`config.mk`:
```
export PLATFORM = sky130hd
export DESIGN_NAME = gray_code_counter
export DESIGN_NICKNAME = d
export VERILOG_FILES = /design/src/rtl/gray_code_pkg.sv /design/src/rtl/bin2gray_enc.sv /design/src/rtl/gray_code_counter.sv
export SDC_FILE = /design/constraint.sdc
export NUM_CORES = 1
export LEC_CHECK = 0
export CORE_AREA = 2 2 39 41
export DETAILED_ROUTE_END_ITERATION = 6
export DIE_AREA = 0 0 41 43
export HOLD_SLACK_MARGIN = 0.06
export PLACE_DENSITY = 0.78
export SYNTH_ARGS = -nofsm -noshare
export SYNTH_HDL_FRONTEND = slang
export SYNTH_SLANG_ARGS = --single-unit
```
`constraint.sdc`:
```
create_clock -name clk -period 3.9 [get_ports clk]
set_input_delay 0.39 -clock clk [delete_from_list [all_inputs] [get_ports clk]]
set_output_delay 0.39 -clock clk [all_outputs]
set_load 0.05 [all_outputs]
```
`src/rtl/gray_code_pkg.sv`:
```
// Shared constants and Gray/binary conversion helpers for the Gray code counter.
package gray_code_pkg;

    localparam int unsigned GRAY_WIDTH_DEFAULT = 4;
    localparam int unsigned GRAY_MAX_WIDTH     = 16;

    // Narrower callers zero-extend in and truncate out; upper bits stay zero.
    function automatic logic [GRAY_MAX_WIDTH-1:0] bin2gray(input logic [GRAY_MAX_WIDTH-1:0] bin);
        return bin ^ (bin >> 1);
    endfunction

    function automatic logic [GRAY_MAX_WIDTH-1:0] gray2bin(input logic [GRAY_MAX_WIDTH-1:0] gray);
        logic [GRAY_MAX_WIDTH-1:0] bin;
        bin[GRAY_MAX_WIDTH-1] = gray[GRAY_MAX_WIDTH-1];
        for (int i = GRAY_MAX_WIDTH - 2; i >= 0; i--) begin
            bin[i] = bin[i+1] ^ gray[i];
        end
        return bin;
    endfunction

endpackage

```
`src/rtl/bin2gray_enc.sv`:
```
// Combinational binary-to-Gray encoder feeding the gray_out register.
module bin2gray_enc
    import gray_code_pkg::*;
#(
    parameter int unsigned WIDTH = GRAY_WIDTH_DEFAULT
) (
    input  logic [WIDTH-1:0] i_bin,
    output logic [WIDTH-1:0] o_gray_c
);

    assign o_gray_c = WIDTH'(bin2gray(GRAY_MAX_WIDTH'(i_bin)));

endmodule

```
`src/rtl/gray_code_counter.sv`:
```
// Up/down Gray code counter with load, ready/valid output handshake and wrap flag.
module gray_code_counter
    import gray_code_pkg::*;
#(
    parameter int unsigned WIDTH = GRAY_WIDTH_DEFAULT
) (
    input  logic             clk,
    input  logic             rst_n,
    input  logic             en,
    input  logic             up_dn,
    input  logic             load,
    input  logic [WIDTH-1:0] load_val,
    output logic [WIDTH-1:0] gray_out,
    output logic             gray_valid,
    input  logic             gray_ready,
    output logic             wrap,
    output logic [WIDTH-1:0] count_bin
);

    localparam logic [0:0]       ST_EMPTY = 1'b0;
    localparam logic [0:0]       ST_FULL  = 1'b1;
    localparam logic [WIDTH-1:0] C_MAX    = '1;

    logic [0:0]       r_state;
    logic [0:0]       w_state_nxt;
    logic [WIDTH-1:0] r_count;
    logic [WIDTH-1:0] r_gray;
    logic             r_wrap;
    logic             w_accept;
    logic             w_fire;
    logic [WIDTH-1:0] w_count_nxt;
    logic [WIDTH-1:0] w_gray_nxt;
    logic             w_wrap_nxt;

    always_ff @(posedge clk or negedge rst_n) begin
        if (!rst_n) begin
            r_state <= ST_EMPTY;
        end else begin
            r_state <= w_state_nxt;
        end
    end

    // Accept decode, next count/wrap and next output state.
    always_comb begin
        w_state_nxt = r_state;
        w_count_nxt = r_count;
        w_wrap_nxt  = 1'b0;
        w_accept    = (r_state == ST_EMPTY) || gray_ready;
        w_fire      = w_accept && (load || en);

        if (load) begin
            w_count_nxt = load_val;
        end else if (up_dn) begin
            w_count_nxt = r_count + WIDTH'(1);
            w_wrap_nxt  = (r_count == C_MAX);
        end else begin
            w_count_nxt = r_count - WIDTH'(1);
            w_wrap_nxt  = (r_count == '0);
        end

        case (r_state)
            ST_EMPTY: begin
                if (w_fire) begin
                    w_state_nxt = ST_FULL;
                end
            end
            ST_FULL: begin
                if (gray_ready) begin
                    w_state_nxt = w_fire ? ST_FULL : ST_EMPTY;
                end
            end
        endcase
    end

    bin2gray_enc #(
        .WIDTH (WIDTH)
    ) u_enc (
        .i_bin    (w_count_nxt),
        .o_gray_c (w_gray_nxt)
    );

    // Outputs only move on an accepted request; wrap is a single-cycle pulse.
    always_ff @(posedge clk or negedge rst_n) begin
        if (!rst_n) begin
            r_count <= '0;
            r_gray  <= '0;
            r_wrap  <= 1'b0;
        end else if (w_fire) begin
            r_count <= w_count_nxt;
            r_gray  <= w_gray_nxt;
            r_wrap  <= w_wrap_nxt;
        end else begin
            r_wrap  <= 1'b0;
        end
    end

    assign gray_out   = r_gray;
    assign count_bin  = r_count;
    assign wrap       = r_wrap;
    assign gray_valid = r_state[0];

endmodule
```
# Word-level counts from Yosys, hierarchy flattened
# Cells that the tools add are included.
[word_totals]
rom_bits = 0
regBits = 10
word_cells = 21
inputBits = 10
latch_bits = 0
n_memories = 0
ramBits = 0
[op_classes]
mul = 0
n_lt_le_gt_ge = 0
n_div = 0
shifts = 0
n_mux = 8
add_sub_neg = 2
n_reduce_logical = 4
bitwise_logic = 2
n_eq_ne = 1
[ops]
columns = ["cell", "count"]
rows = [
  ["$mux W4", 2],
  ["$mux W1", 5],
  ["$add A4 B1 Y4 const B", 1],
  ["$eq A4 B4 Y1 const B", 1],
  ["$logic_not A4 Y1", 1],
  ["$sub A4 B1 Y4 const B", 1],
  ["$xor A4 B3 Y4", 1],
  ["$logic_or A1 B1 Y1", 2],
  ["$pmux W1 S2", 1],
  ["$logic_and A1 B1 Y1", 1],
  ["$not A1 Y1", 1],
]

# Logic depth before layout (Yosys ltp)
[depth]
word_depth = 6
ltp_mapped = 7
depth_no_buf = 7

# Cells and area by module
# Synthesis repeated with hierarchy kept, for this count alone.
[unflattened]
hier_cells = 55
area_unflattened_um2 = 628.1
[modules_own_cells]
columns = ["mod", "area_per_inst_um2", "n_inst", "cells_each"]
rows = [
  ["gray_code_counter", 594.3, 1, 51],
  ["bin2gray_enc", 33.8, 1, 4],
]

# Worst setup path before layout
# OpenSTA, ideal clock, no wires.
[synth_timing]
kind = "register to register"
startpoint = "register r_count[0] (netlist: count_bin[0])"
endpoint = "register r_gray[1] (netlist: gray_out[1])"
setup_time_ns = 0.124
arrival_ns = 1.849
period_less_slack_ns = 1.973
setup_slack_ns = 1.927
path_stages_with_launch = 7
required_ns = 3.776
path_cell_list = "dfrtp_1 > inv_1 > fa_1 > xor2_1 > o21ai_1 > xnor2_1 > o21ai_1"
[synth_between]
elab_chain_len = 4
word_cells_on_any_way = 5
cone_classes = "add/sub: 2; mux: 2; bitwise: 1"
[synth_rtl]
columns = ["item", "line_no", "source"]
rows = [
  ["start, declared", "gray_code_counter.sv:26", "logic [WIDTH-1:0] r_count;"],
  ["start signal, assigned", "gray_code_counter.sv:89", "r_count <= w_count_nxt;"],
  ["$sub A4 B1 Y4 / $add A4 B1 Y4 (equally long branches)", "gray_code_counter.sv:57, gray_code_counter.sv:54", ""],
  ["$mux W4 (*)", "gray_code_counter.sv:53", "end else if (up_dn) begin"],
  ["$mux W4 (*)", "gray_code_counter.sv:51", "if (load) begin"],
  ["$xor A4 B3 Y4 (*)", "gray_code_pkg.sv:9", "return bin ^ (bin >> 1);"],
  ["end signal, assigned", "gray_code_counter.sv:90", "r_gray <= w_gray_nxt;"],
  ["end, declared", "gray_code_counter.sv:27", "logic [WIDTH-1:0] r_gray;"],
]
# Mark *: on every way between the ends. The rest lies on a longest branch, timed or not.
# A chain may end at the register's enable or synchronous reset.

# Final worst setup path
[layout_timing]
startpoint = "input port up_dn"
endpoint = "register r_gray[2] (netlist: gray_out[2])"
[layout_between]
elab_chain_len = 3
[layout_rtl]
columns = ["item", "line_no", "source"]
rows = [
  ["start, declared", "gray_code_counter.sv:10", "input logic up_dn,"],
  ["$mux W4", "gray_code_counter.sv:53", ""],
  ["$mux W4", "gray_code_counter.sv:51", ""],
  ["$xor A4 B3 Y4", "gray_code_pkg.sv:9", ""],
]
# No other way between the ends.

==> metrics.txt <==
GP Congestion=0.766; cts repair resizes=0; pre-CTS setup slack=about 1.5 ns; Via Count=483; Worst Path Max Fanout=4; Clock Skew=roughly 0.0081 ns; Sink Count=9; slew margin rel.=0.668; Met3 Wirelength=about 50 µm; routed wl met2=~580 µm; status=finished, final reports clean; Tmin final=2.14 ns; Initial Utilization=0.408; # nets final=91; startpoint types=input port; DR vias/cell=roughly 5.2; Pleak=around 0.35 nW; Die Height=between 40 and 50 µm; pin count of the biggest net entering global routing=14; Clk Latency, worst-skew pair=0.27 ns; Tot GR Track Use=0.165; Final ANT Viol Nets=0; final setup fails=0; yosys warns=0; post-synth cell types=26; routed wire length=about 1100 µm; Num CTS Buffers=3; clock slew at reported path FFs=~0.060 ns; Final Instance Area=slightly below 800 µm²; Clock Tree Root=clkbuf_4; P&R area growth vs syn=38.8%; WL per Instance=12.3 µm; core box area=~1400 µm²; Filler Cells Inserted=133; Sequential Power Share=0.279; wire length on met1=a little under 500 µm; grt ovf=0; Clk pwr share=0.131; Seq/Total Area, Yosys=0.399; drt drc=0; Syn Area/Cell=9.90 µm²; CTS Hold Buffers Added=0; fin crit share=0.548; CTS H-tree lvls=1; PnR Total Power=roughly 560 µW; arrival time at the worst endpoint=2.33 ns; clock buffer depth=2; ratio of cells with drive above 1 in the final layout=0.0909; WP data required=just over 4 ns; post-DP HPWL=just over 900 µm; Synth Cell Area=564 µm²; Synth Register Bits=9; unrepaired setup endpoints after global routing=no; global-route wire length before repair=~1900 µm; r2r worst-path depth=6; final worst setup slack=1.76 ns; Worst VDD drop=0.291 mV; internal power=a little under 300 µW; P_sw=between 200 and 300 µW; Pins Over Slew Limit=0; hold violation count in the final report=0; Die Area=~1800 µm²; first drt pass iteration count=3; setup TNS=0 ns; Slew @ Worst Pin=between 0.4 and 0.5 ns; Worst Hold Class=input port to asynchronous set/reset pin; synthesized instance count=57; antenna cells=0; max_cap viols=0; syn nets=70; post-CTS setup repair buffer count=0; WS Path Type=input port to flip-flop; Layout Utilization=0.566; die outline width=41 µm; IO Pins=20; initial detailed-routing violation count=7; combinational share of power=0.590; IO Port Bufs=19; critical path endpoint category=flip-flop; Area after DPL=~760 µm²; max layer used=met4; PwrDens=about 700 nW/µm²; Core Rows=14; initial antenna violation count=0; switching portion of total power=0.483; TritonCTS clock tree=built; fmax=~470 MHz; vias in the first global route=~430
-- cells by family (layout without fill, tap and decap cells) --
family,after synthesis,count (layout),share of synthesized area
buffers and inverters,7,27,0.0576
multiplexers,5,5,0.0931
flip-flops,9,9,0.399
AND/OR/NAND/NOR,18,18,0.173
AO/OA/AOI/OAI,10,10,0.120
XOR/XNOR,5,5,0.0776
adder cells (fa/ha/maj),3,3,0.0798
-- state kept, by name, summed over array words and instances (netlist names) --
register and cells:
count_bin 4, gray_out 3, gray_valid 1, wrap 1
-- power by group through the flow --
stage	registers (mW)	logic (mW)	clock network [mW]
final	0.157	0.332	0.0739
after global routing	0.164	0.353	0.0812
after CTS	0.158	0.335	0.0763
after detailed placement	0.160	0.334	0
after global placement	0.159	0.328	0
after floorplan	0.259	0.130	0
-- final timing paths --
check                                   end  slack, ns          from
worst max-delay path            gray_out[2]       1.76         up_dn
worst min-delay path            gray_out[0]       0.42         rst_n
worst max register to register  gray_out[1]       2.09  count_bin[0]
worst min register to register  gray_out[0]       0.48   gray_out[0]
max in group asynchronous              wrap       3.18         rst_n
min in group clk                gray_out[0]       0.48   gray_out[0]
-- final cells by class --
cell class | instances | area, µm² | share of cell area
sequential | 9 | 225 | 0.288
inverter | 4 | 15.0 | 0.0192
tap | 16 | 20.0 | 0.0256
timing repair buffer | 19 | 190 | 0.243
clock buffer | 4 | 26.3 | 0.0335
multi-input combinational | 41 | 307 | 0.391
-- cell usage in the layout (no fill, tap or decap), types with 2 or more instances in the layout --
master and count:
o21ai_1 2, inv_1 4, xor2_1 2, nand2_1 7
nor3_1 3, nor2_1 3, dfrtp_1 9, clkdlybuf4s50_1 19
a21oi_1 3, mux2i_1 3, xnor2_1 3, clkbuf_4 3
ha_1 2
-- stage by stage --
stage | instances | hold slack (ns)
2_1_floorplan | 57 | 0.0944
3_3_place_gp | 89 | 0.478
3_5_place_dp | 89 | 0.478
4_1_cts | 93 | 0.434
5_1_grt | 93 | 0.448
6_report | 93 | 0.419
-- cell usage after synthesis --
| cell type | number | area share |
|---|---|---|
| dfrtp_1 | 9 | 0.40 |
| nand2_1 | 7 | 0.047 |
| inv_1 | 4 | 0.027 |
| a21oi_1 | 3 | 0.027 |
| mux2i_1 | 3 | 0.053 |
| nor2_1 | 3 | 0.020 |
| nor3_1 | 3 | 0.027 |
| xnor2_1 | 3 | 0.047 |
| buf_2 | 2 | 0.018 |
| ha_1 | 2 | 0.044 |
| o21ai_1 | 2 | 0.018 |
| xor2_1 | 2 | 0.031 |
| a21o_1 | 1 | 0.013 |
| a311oi_2 | 1 | 0.027 |
| a31oi_1 | 1 | 0.011 |
| and4bb_1 | 1 | 0.022 |
| buf_4 | 1 | 0.013 |
| fa_1 | 1 | 0.035 |
| mux2_1 | 1 | 0.020 |
| mux2_2 | 1 | 0.020 |
| nand2b_4 | 1 | 0.024 |
| nand3_1 | 1 | 0.0089 |
| nor4_1 | 1 | 0.011 |
| o21ai_0 | 1 | 0.0089 |
| o21ai_2 | 1 | 0.016 |
| or4_1 | 1 | 0.013 |
-- per-layer routing --
metal | vias up | global-route usage
li1 | 240 | -
met1 | 225 | 0.217
met2 | 14 | 0.228
met3 | 4 | 0.0471
met4 | 0 | 0.100
met5 | - | 0
-- worst max-delay path: stages --
cell and delay [ns]:
clkdlybuf4s50_1 0.56, inv_1 0.11, ha_1 0.30, a21o_1 0.17
a21oi_1 0.17, nor4_1 0.08, a311oi_2 0.32, mux2i_1 0.22
(Power assumes the default switching activity.)
==> RTL change 1: new RTL, config.mk and constraints unchanged <==
The package constant `GRAY_WIDTH_DEFAULT` goes from 4 to 5.
--- a/src/rtl/gray_code_pkg.sv
+++ b/src/rtl/gray_code_pkg.sv
@@ -3,3 +3,3 @@
 
-    localparam int unsigned GRAY_WIDTH_DEFAULT = 4;
+    localparam int unsigned GRAY_WIDTH_DEFAULT = 5;
     localparam int unsigned GRAY_MAX_WIDTH     = 16;
Interface: changed (resized count_bin, gray_out and load_val); port bits go from 20 to 23. No check against the original RTL was run, so the function may have changed too.
==> RTL change 1 against the unedited design <==
Register-to-register slack worse by 330 ps; routed wire length rose by 38%; sequential cell count is 2 higher; count of clock-buffer cells in the layout did not move; synthesized area is 26% higher; setup slack got worse by 170 ps; clock skew is 4.7 ps lower; final area grew 23%; cell count up 23%; power increased by 13%; largest power group unchanged.
==> RTL change 1: results (changes against the unedited design) <==
placed_design:
  place_congestion: 0.743  # -3.0%
  dpl_cell_area_sq_um: 933  # +23%
  hpwlAfterDp_microns: 1200  # +33%
  dp_cells: 110  # +24%
  io_buffer_count: 22  # +3
  pre_cts_ws_ps: 1300  # -164 ps
setup_path:
  regToRegSetupSlack_ps: 1760  # -330 ps
  r2r_cells: 7  # +1
  critPathMaxStageDelay_ps: 560  # about the same
  cp_slowest_cell: "clkdlybuf4s50_1"
  critPathTopFamily: "compound AO/OA/AOI/OAI gates"
  path_max_fanout: 5  # +1
  r2r-start: "count_bin[0]"
  cp-endpoint: "gray_out[3]"
  arrival_ps: 2470  # +140 ps
  crit_start: "up_dn"
clock_network:
  clkTransAtPathRegs_ps: 80  # +20 ps
  cts_buffers: 3  # unchanged
  cts_setup_buffers: 0  # unchanged
  cts_root_buffer: "clkbuf_4"
  clk_latency_ps: 280
  htreeDepth: 1  # unchanged
drt:
  drt_pre_antenna_iters: 4  # +1
  wire_per_inst_microns: 13.8  # +13%
  via_count: 598  # +24%
  drt-initial-drc-count: 8  # +1
  routed_wl_microns: 1580  # +38%
logic_synthesis:
  synth_area_leaders: "dfrtp_1 39%, ha_1 5.3%, xnor2_1 4.9%"
  synthAdderAreaFrac_pct: 8.11  # +0.13 points
  avgSynthCellArea_sq_um: 9.46  # -4.5%
  yosys_warnings: 0  # unchanged
  ys_seq_area_share_pct: 38.8  # -1.1 points
  synth_xor_xnor_area_share_pct: 8.64  # +0.88 points
  synth_common_cells: "11 x dfrtp_1, 9 x nand2_1, 5 x a21oi_1, 5 x inv_1, 5 x nor2_1"
  syn_nets: 90  # +29%
  synth_compound_area_share_pct: 17.5  # +5.5 points
  yosys.area.top_type: "dfrtp_1"
  ys_async_sr_fraction_pct: 100  # unchanged
  synthMuxAreaShare_pct: 5.11  # -4.2 points
  synthDistinctLibCells: 29  # +12%
power_and_ir_drop:
  ir_worst_vdd_mv: 0.406  # +40%
  p_leak_nw: 0.407  # +16%
finish:
  drive_gt1_share_pct: 11.2  # +2.1 points
  n_antenna_cell: 0  # unchanged
  fillers: 115  # -14%
  largest_register_ffs: 5  # +1
timing:
  relSlewSlack_pct: 57.7  # -9.0 points
  holdWs_ps: 446  # +27.0 ps
  clock_skew_ps: 3.37  # -4.74 ps
  fmax_mhz: 433  # -7.5%
status:
  status: "finished clean"
global_route:
  antenna_found_initial: 0  # unchanged
  grt_pass1_vias: 570  # +32%
  grt_use_total_pct: 22.0  # +5.6 points
  grt_pass1_wl_microns: 2530  # +34%
  grt_max_degree: 19  # +5
-- RTL change 1: cell count changes after synthesis, moves of 2 or more --
cell and delta:
a21boi_0 +2, a21oi_1 +2, dfrtp_1 +2, mux2i_1 -2, nand2_1 +2, nand2b_1 +2
nor2_1 +2, o21ai_0 +3
-- RTL change 1: layout make-up --
| cell class | instances | area [sq um] | share of cell area (%) |
|---|---|---|---|
| clock buffers | 4 | 26.3 | 2.74 |
| inverters | 5 | 18.8 | 1.96 |
| multi-input cells | 56 | 399 | 41.6 |
| flip-flops and latches | 11 | 275 | 28.7 |
| well taps | 16 | 20.0 | 2.09 |
| repair buffers | 22 | 220 | 22.9 |
-- RTL change 1: layer usage --
metal	GRT usage (%)	vias to the layer above	routed length [microns]
met3	4.71	4	73
met5	0	-	0
met1	25.8	272	687
met4	12.0	0	23
li1	-	303	-
met2	35.3	19	792
-- RTL change 1: cells by family (layout without fill, tap and decap cells) --
| logic type | after synthesis | in the layout |
|---|---|---|
| adder cells (fa/ha/maj) | 4 | 4 |
| multiplexers | 3 | 3 |
| AO/OA/AOI/OAI | 18 | 18 |
| flip-flops | 11 | 11 |
| buffers and inverters | 8 | 31 |
| AND/OR/NAND/NOR | 24 | 24 |
| XOR/XNOR | 7 | 7 |
-- RTL change 1: report_power, final --
group | total [W] | internal (W) | switching [W] | leakage [nW]
Combinational | 0.000377 | 0.000146 | 0.000231 | 0.259
Sequential | 0.000175 | 0.000145 | 0.0000297 | 0.132
Clock | 0.0000818 | 0.0000397 | 0.0000421 | 0.0150
-- RTL change 1: worst register-to-register path: stages (launching register included) --
cell      delay (ps)
dfrtp_1          470
inv_1            130
fa_1             440
nand2b_1         160
a21oi_1          180
xnor2_1          120
o21ai_1          210
mux2_4           320
==> RTL change 2: new RTL, same flow settings <==
Made on the original files. Register the output `count_bin` once more, with the module's reset; this adds one clock of latency there. The other outputs are not delayed to match.
--- a/src/rtl/gray_code_counter.sv
+++ b/src/rtl/gray_code_counter.sv
@@ -97,3 +97,9 @@
     assign gray_out   = r_gray;
-    assign count_bin  = r_count;
+    always_ff @(posedge clk or negedge rst_n) begin
+        if (!rst_n) begin
+            count_bin <= '0;
+        end else begin
+            count_bin <= r_count;
+        end
+    end
     assign wrap       = r_wrap;
Formal check against the unedited RTL: not equivalent (Yosys sat finds a counterexample within 4 cycles, from zero or initial values and one cycle with rst_n low).
==> RTL change 2 against the unedited design <==
Routed wire length is 7.2% higher; count of clock-buffer cells in the layout stayed put; synthesized area is 18% higher; final area is 13% higher; sequential cell count is 4 higher; power is 12% higher; setup slack worse by 290 ps; global-route usage is 1.1 points higher; utilization is 7.5 points higher.
==> RTL change 2: results (changes against the unedited design) <==
logic_synthesis:
  synth_compound_area_share_pct: 9.55  # -2.4 points
  synth_xor_xnor_area_share_pct: 6.55  # -1.2 points
  ys_seq_area_share_pct: 48.7  # +8.8 points
  synth_common_cells: "13 x dfrtp_1, 7 x nand2_1, 4 x inv_1"
  synthAdderAreaFrac_pct: 6.74  # -1.2 points
  synth_area_leaders: "dfrtp_1 49%, mux2i_1 4.5%, nand2_1 3.9%"
  synthMuxAreaShare_pct: 7.87  # -1.4 points
  syn_nets: 74  # +5.7%
  synthDistinctLibCells: 26  # unchanged
clock_network:
  cts_buffer_depth: 2  # unchanged
  cts_setup_buffers: 0  # unchanged
  cts_buffers: 3  # unchanged
  holdBufCountCts: 0  # unchanged
  cts_root_buffer: "clkbuf_4"
drt:
  drt_pre_antenna_iters: 4  # +1
  drt-initial-drc-count: 12  # +5
  routed_wl_microns: 1220  # +7.2%
  via_count: 502  # +3.9%
global_route:
  grt_use_total_pct: 17.6  # +1.1 points
  grt_pass1_wl_microns: 2070  # +9.5%
  use_met2_pct: 25.3  # +2.5 points
  grtUsageMet1_pct: 23.7  # +2.0 points
  grt_pass1_vias: 488  # +13%
  antenna_found_initial: 0  # unchanged
finish:
  fillers: 126  # -5.3%
  n_antenna_cell: 0  # unchanged
  layout.nets: 95  # +4.4%
  drive_gt1_share_pct: 11.1  # +2.0 points
min_path:
  min_path_type: "in -> async"
placed_design:
  place_congestion: 0.833  # +8.8%
  hpwlAfterDp_microns: 957  # +5.7%
  io_buffer_count: 19  # unchanged
timing:
  worst_pin_slew_ps: 900  # +403 ps
  clock_skew_ps: 2.64  # -5.46 ps
status:
  status: "finished clean"
setup_path:
  path_max_fanout: 13  # +9
  r2r-start: "r_count[0]"
  crit_start: "load"
  arrival_ps: 2630  # +300 ps
  critPathMaxStageDelay_ps: 820  # +260 ps
  cp_slowest_cell: "o21ai_1"
  critPathTopFamily: "compound AO/OA/AOI/OAI gates"
power_and_ir_drop:
  ir_worst_vdd_mv: 0.366  # +26%
  p_leak_nw: 0.401  # +15%
RTL change 2: cell count changes after synthesis, sizes merged:
cell / unedited run / this run
dfrtp: 9 / 13
and3: 0 / 1
nor3: 3 / 2
RTL change 2: layout make-up:
cell class,instances,area (sq um),area share (%)
Sequential cell,13,325,36.7
Multi-Input combinational cell,41,310,35.0
Clock buffer,4,26.3,2.96
Tap cell,16,20.0,2.26
Timing Repair Buffer,19,190,21.4
Inverter,4,15.0,1.69
RTL change 2: routing by layer:
layer	share of wire, %	vias up
li1	-	254
met3	5.6	2
met4	1.6	0
met5	0	-
met1	46	227
met2	47	19
RTL change 2: kinds of logic (layout without fill, tap and decap cells):
logic type,Yosys count,in the layout
and+or+nand+nor,18,18
DFF,13,13
AOI/OAI and AO/OA,10,10
buffers and inverters,7,27
xor gates and xnor gates,5,5
muxes,5,5
adders and majority gates,3,3
RTL change 2: report_power, final:
group	switching (W)	total [W]	internal, W
Combinational	0.000204	0.000333	0.000129
Sequential	0.0000355	0.000216	0.000180
Clock	0.0000413	0.0000811	0.0000397
Total	0.000281	0.000630	0.000349
RTL change 2: path summary, 6_finish.rpt:
path,end,slack (ps)
worst max register to register,gray_out[1],2060
max in group asynchronous,count_bin[3],3060
worst max-delay path,gray_out[2],1480
worst min-delay path,r_count[3],470
worst min register to register,count_bin[1],470
min in group clk,count_bin[1],470
RTL change 2: per-stage QoR:
step           hold WS, ps  area [sq um]  power (W)  instances  setup slack, ps
6_report               472           887   0.000630         97             1480
5_1_grt                497           887   0.000676         97             1330
4_1_cts                481           887   0.000637         97             1480
3_5_place_dp           452           861   0.000555         93             1200
3_3_place_gp           460           861   0.000547         93             1300
2_1_floorplan         94.4           668   0.000451         61             2250
